===== config.mk =====
export PLATFORM = sky130hd
export DESIGN_NAME = sensor_debounce
export DESIGN_NICKNAME = d
export VERILOG_FILES = /design/src/rtl/sensor_debounce.sv
export SDC_FILE = /design/constraint.sdc
export NUM_CORES = 1
export LEC_CHECK = 0
export ABC_AREA = 1
export CELL_PAD_IN_SITES_DETAIL_PLACEMENT = 1
export CELL_PAD_IN_SITES_GLOBAL_PLACEMENT = 2
export CORE_ASPECT_RATIO = 1.25
export CORE_MARGIN = 4
export CORE_UTILIZATION = 30
export CTS_BUF_LIST = sky130_fd_sc_hd__clkbuf_8
export CTS_CLUSTER_DIAMETER = 80
export CTS_CLUSTER_SIZE = 25
export DETAILED_ROUTE_END_ITERATION = 12
export PLACE_DENSITY = 0.82
export SLEW_MARGIN = 20
export SYNTH_ARGS = -nofsm -noshare
export SYNTH_HDL_FRONTEND = slang
export SYNTH_SLANG_ARGS = --single-unit

===== constraint.sdc =====
create_clock -name clk -period 5.47 [get_ports clk]
set_input_delay 1.094 -clock clk [delete_from_list [all_inputs] [get_ports clk]]
set_output_delay 1.094 -clock clk [all_outputs]
set_load 0.02 [all_outputs]

===== src/rtl/sensor_debounce.sv =====
// rtl/sensor_debounce.sv - two-channel sensor synchronizer and debouncer with glitch counter
module sensor_debounce #(
    parameter int DEB_CYCLES = 4,
    parameter int CNT_W      = 4
) (
    input  logic       clk,
    input  logic       rst_n,
    input  logic       e_raw,
    input  logic       w_raw,
    output logic       E,
    output logic       W,
    output logic       e_edge,
    output logic       w_edge,
    output logic [7:0] glitch_cnt
);

    typedef enum logic {STABLE, CHECK} state_t;

    localparam logic [CNT_W-1:0] LAST = CNT_W'(DEB_CYCLES - 1);

    // Index 0 is the east channel, index 1 the west channel.
    logic [1:0]       raw;
    logic [1:0]       s1;
    logic [1:0]       s2;
    logic [1:0]       out_q;
    logic [1:0]       edge_q;
    logic [1:0]       glitch;
    state_t           state [2];
    logic [CNT_W-1:0] cnt   [2];
    logic [8:0]       gsum;

    assign raw = {w_raw, e_raw};

    always_comb begin
        glitch = '0;
        for (int i = 0; i < 2; i++) begin
            glitch[i] = (state[i] == CHECK) && (s2[i] == out_q[i]);
        end
    end

    assign gsum = {1'b0, glitch_cnt} + {8'd0, glitch[0]} + {8'd0, glitch[1]};

    always_ff @(posedge clk or negedge rst_n) begin
        if (!rst_n) begin
            s1         <= '0;
            s2         <= '0;
            out_q      <= '0;
            edge_q     <= '0;
            glitch_cnt <= '0;
            for (int i = 0; i < 2; i++) begin
                state[i] <= STABLE;
                cnt[i]   <= '0;
            end
        end else begin
            s1     <= raw;
            s2     <= s1;
            edge_q <= '0;
            glitch_cnt <= gsum[8] ? 8'hFF : gsum[7:0];
            for (int i = 0; i < 2; i++) begin
                case (state[i])
                    STABLE: begin
                        if (s2[i] != out_q[i]) begin
                            state[i] <= CHECK;
                            cnt[i]   <= CNT_W'(1);
                        end else begin
                            cnt[i]   <= '0;
                        end
                    end
                    CHECK: begin
                        if (s2[i] == out_q[i]) begin
                            state[i] <= STABLE;
                            cnt[i]   <= '0;
                        end else if (cnt[i] == LAST) begin
                            out_q[i]  <= ~out_q[i];
                            edge_q[i] <= 1'b1;
                            state[i]  <= STABLE;
                            cnt[i]    <= '0;
                        end else begin
                            cnt[i]   <= cnt[i] + CNT_W'(1);
                        end
                    end
                    default: begin
                        state[i] <= STABLE;
                        cnt[i]   <= '0;
                    end
                endcase
            end
        end
    end

    assign E      = out_q[0];
    assign W      = out_q[1];
    assign e_edge = edge_q[0];
    assign w_edge = edge_q[1];

endmodule


Word level (Yosys, flattened, before mapping)
Cells that the tools add are included.

Multiply operators: 0. Bitwise gates (word level): 6. Muxes and demuxes: 23. Divide/modulo/power cells: 0. $lt $le $gt $ge: 0. $add $sub $neg: 4. Equal/unequal tests: 6. Shifts and indexed selects: 0. Reduce and logical (&&, ||, !) cells: 4.

Operators with widths (number): $mux W4 (4); $pmux W4 S2 (2); $mux W1 (14); $add A8 B1 Y9 (1); $add A9 B1 Y9 (1); $add A4 B1 Y4 const B (2); $eq A4 B2 Y1 const B (2); $mux W8 (1); $not A1 Y1 (6); $reduce_and A3 Y1 (2); $pmux W1 S2 (2); $eq A1 B1 Y1 (2); $logic_and A1 B1 Y1 (2); $ne A1 B1 Y1 (2).

Output and inout bits: 12. Memories kept: 0. Latch bits: 0. Bits of input ports: 4. Bits in read-only memories: 0. RAM bits: 0. Logic and storage cells: 53. Register bits: 26.

Depth between registers and ports, before layout
Gate-level depths: netlist of the first run.

Depth in word-level cells: 5. Depth in mapped cells: 13. Gate-level depth less buffers: 13.

Worst setup path after synthesis of the first run
No wires, ideal clock.

Path kind: register to register. Start: register out_q[1]. End: register glitch_cnt[6]. Path buffers: 0. Cell stages (with the launch flop): 14. Setup slack: 3.524 ns. Required time: 5.344 ns. Arrival: 1.820 ns. Period minus slack after synthesis: 1.946 ns. Setup time: 0.126 ns. Cell sequence: dfrtp_1 inv_1 nand2_1 nand2_1 inv_1 nand2_1 fa_1 inv_1 ha_1 nand2_2 inv_1 nand3_1 nand2_1 nand3_1.

Cells in the longest elaborated chain, start to end: 4.

RTL lines: from (decl) (line 25) `logic [1:0] out_q;`; from (signal, indexed assignment) (line 74) `out_q[i] <= ~out_q[i];`; $eq A1 B1 Y1 (line 37) `glitch[i] = (state[i] == CHECK) && (s2[i] == out_q[i]);`; $logic_and A1 B1 Y1 (line 37); $add A9 B1 Y9 (line 41) `assign gsum = {1'b0, glitch_cnt} + {8'd0, glitch[0]} + {8'd0, glitch[1]};`; $mux W8 (line 58) `glitch_cnt <= gsum[8] ? 8'hFF : gsum[7:0];`; to (signal assigned) (line 58); to (decl) (line 14) `output logic [7:0] glitch_cnt`.

No other way between the ends. A chain may end at the register's enable or synchronous reset.

Final worst setup path of the first run
Start: register glitch_cnt[5]. End: output glitch_cnt[5].

No word-level cell between the ends.

==> results of run 1 <==
[Yosys cell counts (all sizes together)]
cell     n
a21oi    6
ha       3
o21ai    3
fa       1
or2      2
nor2    13
nand4    3
xor2     2
nand2   35
nand3b   2
nand3   13
inv     22
dfrtp   26
[power groups by stage]
stage,registers (mW),logic [mW],clock network (mW)
floorplan,0.326,0.127,0
global placement,0.296,0.255,0
global route,0.306,0.299,0.118
CTS,0.297,0.267,0.111
detailed placement,0.301,0.265,0
finish,0.295,0.260,0.105
[layer usage]
layer	up-vias	GRT usage	routed length [um]
li1	446	-	-
met1	428	0.117	1000
met2	9	0.199	1240
met3	2	0.0174	53
met4	0	0.0432	14
met5	-	0	0
[placed cells by master, fill, tap and decap left out]
master	instances
nand2_1	33
dfrtp_1	26
inv_1	22
clkdlybuf4s50_1	15
nand3_1	13
nor2_1	9
a21oi_1	6
nor2_2	4
nand4_1	3
o21ai_0	3
ha_1	3
clkbuf_8	3
or2_1	2
nand2_2	2
nand3b_1	2
xor2_1	2
fa_1	1
buf_4	1
[cells by family (layout without fill, tap and decap cells)]
family	count (synthesis)	after routing
AND/OR/NAND/NOR	68	68
flip-flops	26	26
buffers and inverters	22	41
AO/OA/AOI/OAI	9	9
adder cells (fa/ha/maj)	4	4
XOR/XNOR	2	2
[final timing paths]
| check | startpoint | to | slack (ns) | cells past startpoint |
|---|---|---|---|---|
| setup / recovery | glitch_cnt[5] | glitch_cnt[5] | 3.02 | 1 |
| hold / removal | s1[0] | s2[0] | 0.36 | 0 |
| setup reg to reg | out_q[1] | glitch_cnt[2] | 3.43 | 12 |
| hold reg to reg | s1[0] | s2[0] | 0.36 | 0 |
| max in group asynchronous | rst_n | cnt[3] | 4.01 | 2 |
| min in group asynchronous | rst_n | edge_q[0] | 1.20 | 2 |
[registers in the layout, indices dropped and copies added, names as in the netlist]
name / cells
state: 2
s1: 2
cnt: 8
s2: 2
edge_q: 2
out_q: 2
glitch_cnt: 8
[layout make-up]
class / count / area share
clock buffers: 3 / 0.0293
inverters: 22 / 0.0586
multi-input cells: 83 / 0.303
flip-flops and latches: 26 / 0.462
well taps: 40 / 0.0355
repair buffers: 16 / 0.112
==> metrics, run 1 <==
fin nets=160; Sw Pwr=~260 uW; first-pass iteration count of the detailed router=3; CTS tree=built; Post-CTS Setup Inserts=0; Synth area leader=dfrtp_1; family with the most delay on the worst path=buffers and inverters; antenna cells=0; DP Cell Count=187; clock sink count=26; status=completed; Worst setup EP type=primary output; WP data arrival=1.35 ns; largest net degree at the start of global routing=27; I/O Buffers=15; Comb power frac=0.394; Synth cell types=15; WP buf/inv=1; final non-filler cell total=190; RSZ-0062 raised after global routing=false; total track usage=0.106; FILL cells=~440; detailed-route vias per instance=around 4.7; initial antenna violation count=0; H-tree levels=1; Die Ht=77.5 um; initial core utilization=0.309; Final Critical Period=approximately 2.4 ns; largest family of logic cells by synthesized area=simple AND/OR/NAND/NOR gates; I/O Pins=16; Clk pwr share=0.158; Peak Freq=between 400 and 500 MHz; Final WS setup=about 3.0 ns; Mapped Cells=between 100 and 150; DP HPWL=approximately 1800 um; hold buffers post-CTS=0; Post-CTS Resized=0; Final ANT Viol Nets=0; DRC Markers=0; multiplexer share of the synthesized area=0; Num CTS Buffers=3; Die ar.=about 0.0049 mm2; CP max stage cell=clkdlybuf4s50_1; post-route cell area=about 0.0014 mm2; Final Hold Viols=0; grt ovf=0; Seq cells post-synth=26; Post-Synth XOR/XNOR Area=0.0151; area fraction of the dominant cell type after synthesis=0.561; final setup vio count=0; final slew viol count=0; Clock Skews=approximately 0.0026 ns; sequential share of power=0.447; Reg clk slew, reported paths=0.08 ns; Worst Setup Start Kind=flop; power density over the cells=469 mW/mm2; Area growth syn-to-layout=21.5%; Hold WC Path Type=flop to flop; first-pass GRT wire length=approximately 4200 um; Final TNS setup=0 ns; layout cells sized above 1=0.0667; detailed-route via count=885; Max Cap Viol=0; Synth area leaders=dfrtp_1 56%, nand2_1 11%, inv_1 7.1%, nand3_1 5.6%, ha_1 3.2%; adder-cell area share of the yosys netlist=0.0496; worst vdd ir=0.208 mV; worst skew pair latency=approximately 0.26 ns; final core occ=0.375; fin crit share=0.447; sequential share of the synthesized area=0.561; Synthesis Warnings=0; leakage=0.705 nW; Compound-Gate Fraction of Synth Area=0.0388; sw frac=0.391; DRT Wirelength=around 2300 um; routed len/inst=12.1 um; delay of the slowest cell on the worst path=0.64 ns; Die Width=about 64 um; Placement Cell Area=0.00137 mm2; Internal=roughly 400 uW; Post-Synth Simple-Gate Area=0.264; Total Power=around 660 uW; vias in the first global route=between 1000 and 1500; Register Area=651 um2; Final Wtd Congestion=0.777; multi-input logic area=roughly 430 um2; post-synth net total=~140; critical path fanouts, max=7; Detailed Route Iter0 Violations=12; worst slew pin tran=between 0.3 and 0.4 ns; clock root buffer=clkbuf_8; CP Class=flop to primary output; required time of the critical path=between 4 and 5 ns; crit-path cells=clkdlybuf4s50_1; Post-Place Setup Slack=approximately 3.3 ns; Fin Hold WS=~0.36 ns; FP Rows=25; worst rel slew slack=0.773; average cell area after synthesis=roughly 9 um2; clk buf depth=2; total core area=roughly 0.0038 mm2; mapped cell area=approximately 0.0012 mm2
No activity file was read; power rests on OpenSTA's default activity.
==> inputs of run 2 (changes only) <==
Clock period 5.47 ns to 2.3 ns, I/O delays scaled along.
==> run 2 against run 1 <==
Effect of this change:
- critical path depth up 11
- via count up 0.79%
- clock power rose to 2.8 times the previous value
- largest power group unchanged
- cell count up 1.1%
- combinational power up 150%
- worst hold slack better by 0.0022 ns
==> metrics, run 2 (same netlist as run 1, synthesis figures left out) <==
initial core utilization=0.309 (unchanged); most frequent cells in the layout=33 x nand2_1, 26 x dfrtp_1, 22 x inv_1, 15 x clkdlybuf4s50_1, 13 x nand3_1 (unchanged); Area growth syn-to-layout=24.2% (was 21.5%); Reg clk slew, reported paths=0.09 ns (was 0.08 ns); Worst Setup Start Kind=flop (unchanged); antenna cells=0 (unchanged); worst slew pin tran=0.344 ns (was 0.340 ns); worst skew pair latency=0.27 ns (was 0.26 ns); biggest regs=cnt: 8 flops, glitch_cnt: 8 flops (unchanged); delay of the slowest cell on the worst path=0.43 ns (was 0.64 ns); Final ANT Viol Nets=0 (unchanged); final setup vio count=0 (unchanged); CTS tree=built (unchanged); hold path start=s1[0] (unchanged); Final Hold Viols=0 (unchanged); sw frac=0.391 (about the same); clock sink count=26 (unchanged); worst hold stages=0 (unchanged); Peak Freq=between 400 and 500 MHz; Die Width=63.6 um (unchanged); family with the most delay on the worst path=adder cells (was buffers and inverters); critical path fanouts, max=8 (was 7); WP data arrival=2.20 ns (was 1.35 ns); worst r2r src=out_q[1] (unchanged); I/O Buffers=15 (unchanged); WP buf/inv=3 (was 1); H-tree levels=1 (unchanged); clock root buffer=clkbuf_8 (unchanged); Internal=1.00 mW (was 402 uW); Num CTS Buffers=3 (unchanged); crit-path cells=inv_1 > nand2_1 > nand2_1 > inv_1 > nand2_1 > fa_1 > inv_1 > ha_1 > nand2_2 > nor2_4 > nand2_4 > o21ai_0 (was clkdlybuf4s50_1); Worst setup EP type=flop (was primary output); Hold WC Path Type=flop to flop (unchanged); detailed-route vias per instance=4.65 (was 4.66); hold buffers post-CTS=0 (unchanged); final slew viol count=0 (unchanged); Clock Skews=0.00485 ns (was 0.00255 ns); fin crit share=0.875; initial antenna violation count=0 (unchanged); routed len/inst=12.8 um (was 12.1 um); Final Critical Period=slightly above 2 ns; Final TNS setup=0 ns (unchanged); RSZ-0062 raised after global routing=false (unchanged); DRC Markers=0 (unchanged); worst reg2reg path depth=12 (unchanged); first-pass iteration count of the detailed router=3 (unchanged); worst vdd ir=0.477 mV (was 0.208 mV); vias in the first global route=953 (was 1015); Max Cap Viol=0 (unchanged); layout cells sized above 1=0.0789 (was 0.0667); total track usage=0.116 (was 0.106); first-pass GRT wire length=4460 um (was 4210 um); DRT Wirelength=2460 um (was 2310 um); final core occ=0.384 (was 0.375); worst r2r dst=glitch_cnt[2] (unchanged); clk buf depth=2 (unchanged); required time of the critical path=2.49 ns (was 4.38 ns); status=completed (unchanged); Clk pwr share=0.182 (was 0.158); Die ar.=0.00493 mm2 (unchanged); leakage=0.733 nW (was 0.705 nW); Comb power frac=0.387 (was 0.394); Detailed Route Iter0 Violations=8 (was 12); Min-Delay Endpoint=s2[0] (unchanged); DP HPWL=1830 um (was 1780 um); Die Ht=77.5 um (unchanged); commonest non-fill, non-tap cell in the layout=nand2_1 (unchanged); detailed-route via count=892 (was 885); CP Class=flop to flop (was flop to primary output); fin nets=161 (was 160); register-to-register setup slack=0.29 ns (was 3.43 ns); Final Wtd Congestion=0.751 (was 0.777); FP Rows=25 (unchanged); I/O Pins=16 (unchanged); sequential share of power=0.431 (was 0.447); worst rel slew slack=0.770 (was 0.773); largest net degree at the start of global routing=27 (unchanged); Sw Pwr=644 uW (was 258 uW); FILL cells=469 (was 442); total core area=0.00375 mm2 (unchanged); CP max stage cell=fa_1 (was clkdlybuf4s50_1); power density over the cells=1140 mW/mm2 (was 469 mW/mm2); grt ovf=0 (unchanged)
==> run 2: timing repair <==
| item | 4_1_cts | 5_1_grt |
|---|---|---|
| endpoints found under the setup margin | 0 | 3 |
| setup buffers | 0 | 1 |
| resized for setup | 0 | 2 |
| hold endpoints to repair | 0 | 0 |
==> run 2: power by group through the flow <==
| stage | logic (mW) | clock network [mW] | registers, mW |
|---|---|---|---|
| 2_1_floorplan | 0.303 | 0 | 0.775 |
| 3_3_place_gp | 0.610 | 0 | 0.712 |
| 3_5_place_dp | 0.627 | 0 | 0.717 |
| 4_1_cts | 0.633 | 0.309 | 0.711 |
| 5_1_grt | 0.730 | 0.332 | 0.734 |
| 6_report | 0.637 | 0.299 | 0.709 |
==> run 2: through the flow <==
step | cell area (um2) | worst slack [ns] | hold slack [ns] | power (mW) | std cells
floorplan | 1160 | 0.354 | 0.164 | 1.08 | 131
global placement | 1370 | 0.302 | 0.331 | 1.32 | 187
detailed placement | 1370 | 0.182 | 0.338 | 1.34 | 187
CTS | 1420 | 0.190 | 0.359 | 1.65 | 191
global route | 1440 | 0.0350 | 0.379 | 1.80 | 192
finish | 1440 | 0.288 | 0.358 | 1.65 | 192
==> run 2: worst max path at each step <==
stage	to	slack (ns)	startpoint	depth (start not counted)
after CTS	glitch_cnt[2]	0.19	out_q[1]	12
after global placement	glitch_cnt[2]	0.30	out_q[1]	12
after global routing	glitch_cnt[2]	0.04	out_q[0]	12
after detailed placement	glitch_cnt[2]	0.18	out_q[1]	12
after floorplan	glitch_cnt[6]	0.35	out_q[1]	13
final	glitch_cnt[2]	0.29	out_q[1]	12
==> run 2: cell type report <==
class / instances / area [um2] / area share
clock buffers: 4 / 55.1 / 0.0382
flip-flops and latches: 26 / 651 / 0.452
multi-input cells: 83 / 437 / 0.303
inverters: 22 / 82.6 / 0.0573
well taps: 40 / 50.0 / 0.0348
repair buffers: 17 / 165 / 0.115
==> run 2: layer usage <==
metal / track usage / wire length, um
met5: 0 / 0
met4: 0.0648 / 21
met3: 0.0159 / 55
met2: 0.203 / 1230
met1: 0.135 / 1160
==> inputs of run 3 (changes only) <==
Settings changed: CORE_MARGIN 4 to not set.
==> run 3 against run 2 <==
Effect of this change:
- die area decreased by 16%
- highest routed layer unchanged
- largest power group unchanged
- first-iteration DRC count grew 75%
- critical path depth unchanged
==> metrics, run 3 (same netlist as run 1, synthesis figures left out) <==
status=completed (unchanged); fin crit share=0.885 (was 0.875); Post-CTS Setup Inserts=0 (unchanged); detailed-route vias per instance=4.66 (was 4.65); Hold WC Path Type=flop to flop (unchanged); H-tree levels=1 (unchanged); CP max stage cell=fa_1 (unchanged); Post-CTS Resized=0 (unchanged); layout cells sized above 1=0.0667 (was 0.0789); Final ANT Viol Nets=0 (unchanged); commonest non-fill, non-tap cell in the layout=nand2_1 (unchanged); CTS tree=built (unchanged); total core area=0.00360 mm2 (was 0.00375 mm2); initial core utilization=0.322 (was 0.309); Die Ht=71.5 um (was 77.5 um); I/O Pins=16 (unchanged); hold path start=s1[1] (was s1[0]); I/O Buffers=15 (unchanged); detailed-route via count=880 (was 892); Peak Freq=491 MHz (was 497 MHz); DRC Markers=0 (unchanged); Fin Hold WS=0.352 ns (was 0.358 ns); grt ovf=0 (unchanged); Detailed Route Iter0 Violations=14 (was 8); RSZ-0062 raised after global routing=false (unchanged); routed len/inst=12.3 um (was 12.8 um); total track usage=0.135 (was 0.116); clock root buffer=clkbuf_8 (unchanged); Worst Setup Start Kind=flop (unchanged); FP Rows=24 (was 25); critical path fanouts, max=8 (unchanged); worst slew pin tran=0.330 ns (was 0.344 ns); Register Area=651 um2 (unchanged); hold buffers post-CTS=0 (unchanged); Final Wtd Congestion=0.727 (was 0.751); DRT Wirelength=2320 um (was 2460 um); Num CTS Buffers=3 (unchanged); CP Class=flop to flop (unchanged); most frequent cells in the layout=33 x nand2_1, 26 x dfrtp_1, 22 x inv_1, 15 x clkdlybuf4s50_1, 13 x nand3_1 (unchanged); fin nets=160 (was 161); Die Width=57.6 um (was 63.6 um); Area growth syn-to-layout=21.4% (was 24.2%); worst skew pair latency=0.27 ns (about the same); first-pass iteration count of the detailed router=3 (unchanged); clock sink count=26 (unchanged); Clock Skews=0.00168 ns (was 0.00485 ns); first-pass GRT wire length=4220 um (was 4460 um); Final Hold Viols=0 (unchanged); largest net degree at the start of global routing=27 (unchanged); initial antenna violation count=0 (unchanged); crit path launch=out_q[1] (unchanged); Reg clk slew, reported paths=0.08 ns (was 0.09 ns); Final Critical Period=2.04 ns (was 2.01 ns); antenna cells=0 (unchanged); Final TNS setup=0 ns (unchanged); multi-input logic area=427 um2 (was 437 um2); FILL cells=433 (was 469); crit-path cells=inv_1 > nand2_1 > nand2_1 > inv_1 > nand2_1 > fa_1 > inv_1 > ha_1 > nand2_2 > nor2_2 > nand2_2 > nand3_1 (was inv_1 > nand2_1 > nand2_1 > inv_1 > nand2_1 > fa_1 > inv_1 > ha_1 > nand2_2 > nor2_4 > nand2_4 > o21ai_0); Worst setup EP type=flop (unchanged); vias in the first global route=972 (was 953); delay of the slowest cell on the worst path=0.43 ns (about the same); Die ar.=0.00412 mm2 (was 0.00493 mm2); worst vdd ir=0.569 mV (was 0.477 mV); power density over the cells=1120 mW/mm2 (was 1140 mW/mm2); required time of the critical path=2.51 ns (was 2.49 ns); biggest regs=cnt: 8 flops, glitch_cnt: 8 flops (unchanged); worst r2r src=out_q[1] (unchanged); clk buf depth=2 (unchanged); final setup vio count=0 (unchanged); Max Cap Viol=0 (unchanged); worst rel slew slack=0.780 (was 0.770); DP HPWL=1790 um (was 1830 um); leakage=0.705 nW (was 0.733 nW); WP data arrival=2.24 ns (was 2.20 ns); final slew viol count=0 (unchanged)
-- run 3: routing by layer --
metal,track usage,vias to the layer above,part of all wire
met4,0.0732,0,0.023
met2,0.235,15,0.51
met1,0.152,416,0.43
li1,-,444,-
met3,0.0271,5,0.036
met5,0,-,0
-- run 3: worst paths after layout --
kind / endpoint / slack [ns] / cells past startpoint
setup / recovery: glitch_cnt[7] / 0.26 / 12
hold / removal: s2[1] / 0.35 / 0
setup reg to reg: glitch_cnt[7] / 0.26 / 12
hold reg to reg: s2[1] / 0.35 / 0
max in group asynchronous: out_q[1] / 1.49 / 2
min in group asynchronous: cnt[6] / 0.56 / 2
-- run 3: power by group --
part | internal (mW) | leakage (nW) | switching [mW]
clock network | 0.117 | 0.0216 | 0.134
logic | 0.262 | 0.351 | 0.360
registers | 0.578 | 0.333 | 0.129
-- run 3: final cells by class --
class                      count  share of cell area
clock buffer                   3              0.0293
sequential                    26               0.462
tap                           39              0.0347
timing repair buffer          16               0.112
multi-input combinational     83               0.303
inverter                      22              0.0587
-- run 3: critical path: cells and delay by family, from the launching register on --
kind          cells  cell delay (ns)
fa+ha+maj         2             0.62
buf+inv           3             0.27
simple gates      7             0.68
flops             1             0.39
-- run 3: through the flow --
stage          area [um2]  utilization  cells  power (mW)  setup slack [ns]
2_1_floorplan        1160            -    131        1.08             0.354
3_3_place_gp         1370        0.379    186        1.32             0.341
3_5_place_dp         1370        0.379    186        1.35             0.227
4_1_cts              1410        0.391    189        1.61             0.219
5_1_grt              1410        0.391    189        1.71            0.0564
6_report             1410        0.391    189        1.58             0.265
==> patch (config.mk and constraints of run 3) <==
Change the parameter `CNT_W` from 4 to 6.
--- a/src/rtl/sensor_debounce.sv
+++ b/src/rtl/sensor_debounce.sv
@@ -1,7 +1,7 @@
 // rtl/sensor_debounce.sv - two-channel sensor synchronizer and debouncer with glitch counter
 module sensor_debounce #(
     parameter int DEB_CYCLES = 4,
-    parameter int CNT_W      = 4
+    parameter int CNT_W      = 6
 ) (
     input  logic       clk,
     input  logic       rst_n,
Formal check against the unedited RTL: same outputs for any inputs over 10 cycles, from zero or initial values and one cycle with rst_n low; that may be too few to reach the edited logic, so the function may still have changed.
==> patch against run 3 <==
  * Hold slack improved by 0.0012 ns
  * Non-clock buffer count did not move
  * Total power rose by 25%
  * Area after synthesis rose by 20%
  * Worst setup slack improved by 0.035 ns
  * Sequential cell count rose by 4
  * Final area rose by 20%
  * Synthesized cell count rose by 15%
  * Wire length rose by 20%
==> patch: results (changes against run 3) <==
* Top post-synthesis cells by count: 30 x dfrtp_1, 27 x nand2_1, 20 x nor2_1
* Routed WL per cell at 12.0 um (-2.1%)
* Syn_nets at 158 (+14%)
* Share of layout cells above drive strength 1 at 13.9% (+7.2 points)
* Slew HR at 73.9% (-4.1 points)
* Largest regs: cnt: 12 flops, glitch_cnt: 8 flops
* Post-DP HPWL at 2080 um (+16%)
* H-tree depth at 2 (+1)
* Inserted Clock Buffers at 5 (+2)
* Post-Synth XOR/XNOR Area at 3.79% (+2.3 points)
* Yosys cell types at 22 (+7)
* Post-DR vias/cell at 4.52 (-3.0%)
* Post-synthesis sequential area ratio at 54.2% (-1.9 points)
* Leak at 0.000833 uW (+18%)
* Crit path DAT at 2.21 ns (-0.03 ns)
* GP Congestion at 0.771 (+6.0%)
* GR Util All Layers at 13.7% (+0.19 points)
* VDD IR max at 568 uV (-0.20%)
* Skew final at 0.00837 ns (+0.00668 ns)
* Critical path peak fanout at 5 (-3)
* Post-synthesis adder-cell area fraction at 4.15% (-0.81 points)
* Largest cells by area after synthesis: dfrtp_1 54%, nand2_1 7.3%, nand3_1 5.8%
* Synth Area in Compound Gates at 2.89% (-1.0 points)
* Slowest CP cell: dfrtp_1
* Vias in the first global route at 1,157 (+19%)
* Status: complete, no violations
-- patch: final cells by class --
class / count / area, um2
fill: 504 / 2730
tap: 58 / 72.6
timing repair buffer: 16 / 158
sequential: 30 / 751
clock inverter: 2 / 10.0
inverter: 22 / 83.8
multi-input combinational: 98 / 552
clock buffer: 5 / 68.8
-- patch: path summary, 6_finish.rpt --
| kind | startpoint | endpoint | slack, ns | cells after the start |
|---|---|---|---|---|
| max | out_q[1] | glitch_cnt[4] | 0.30 | 12 |
| min | s1[0] | s2[0] | 0.35 | 0 |
| max reg2reg | out_q[1] | glitch_cnt[4] | 0.30 | 12 |
| min reg2reg | s1[0] | s2[0] | 0.35 | 0 |
| max in group asynchronous | rst_n | glitch_cnt[1] | 1.44 | 2 |
| min in group asynchronous | rst_n | cnt[7] | 0.58 | 2 |
-- patch: where the power goes --
part           leakage (uW)  switching [uW]  total, uW  internal, uW
Sequential         0.000386             136        804           668
Combinational      0.000403             459        779           321
Clock             0.0000438             192        395           203
Total              0.000833             787       1980          1190
-- patch: logic make-up after synthesis --
family / count (synthesis)
AOI/OAI and AO/OA: 8
xor gates and xnor gates: 6
adders and majority gates: 4
buffers and inverters: 22
DFF: 30
and+or+nand+nor: 80
-- patch: per-layer routing --
metal,part of all wire (%),GRT usage (%)
met1,42,14.6
met2,53,24.2
met3,4.2,4.71
met4,1.1,5.58
met5,0,0
-- patch: through the flow --
step	hold slack, ns	total power, uW	std cells	setup slack (ns)
floorplan	0.164	1310	150	0.370
global placement	0.333	1570	224	0.416
detailed placement	0.346	1610	224	0.292
CTS	0.361	2020	231	0.277
global route	0.362	2150	231	0.108
finish	0.354	1980	231	0.300
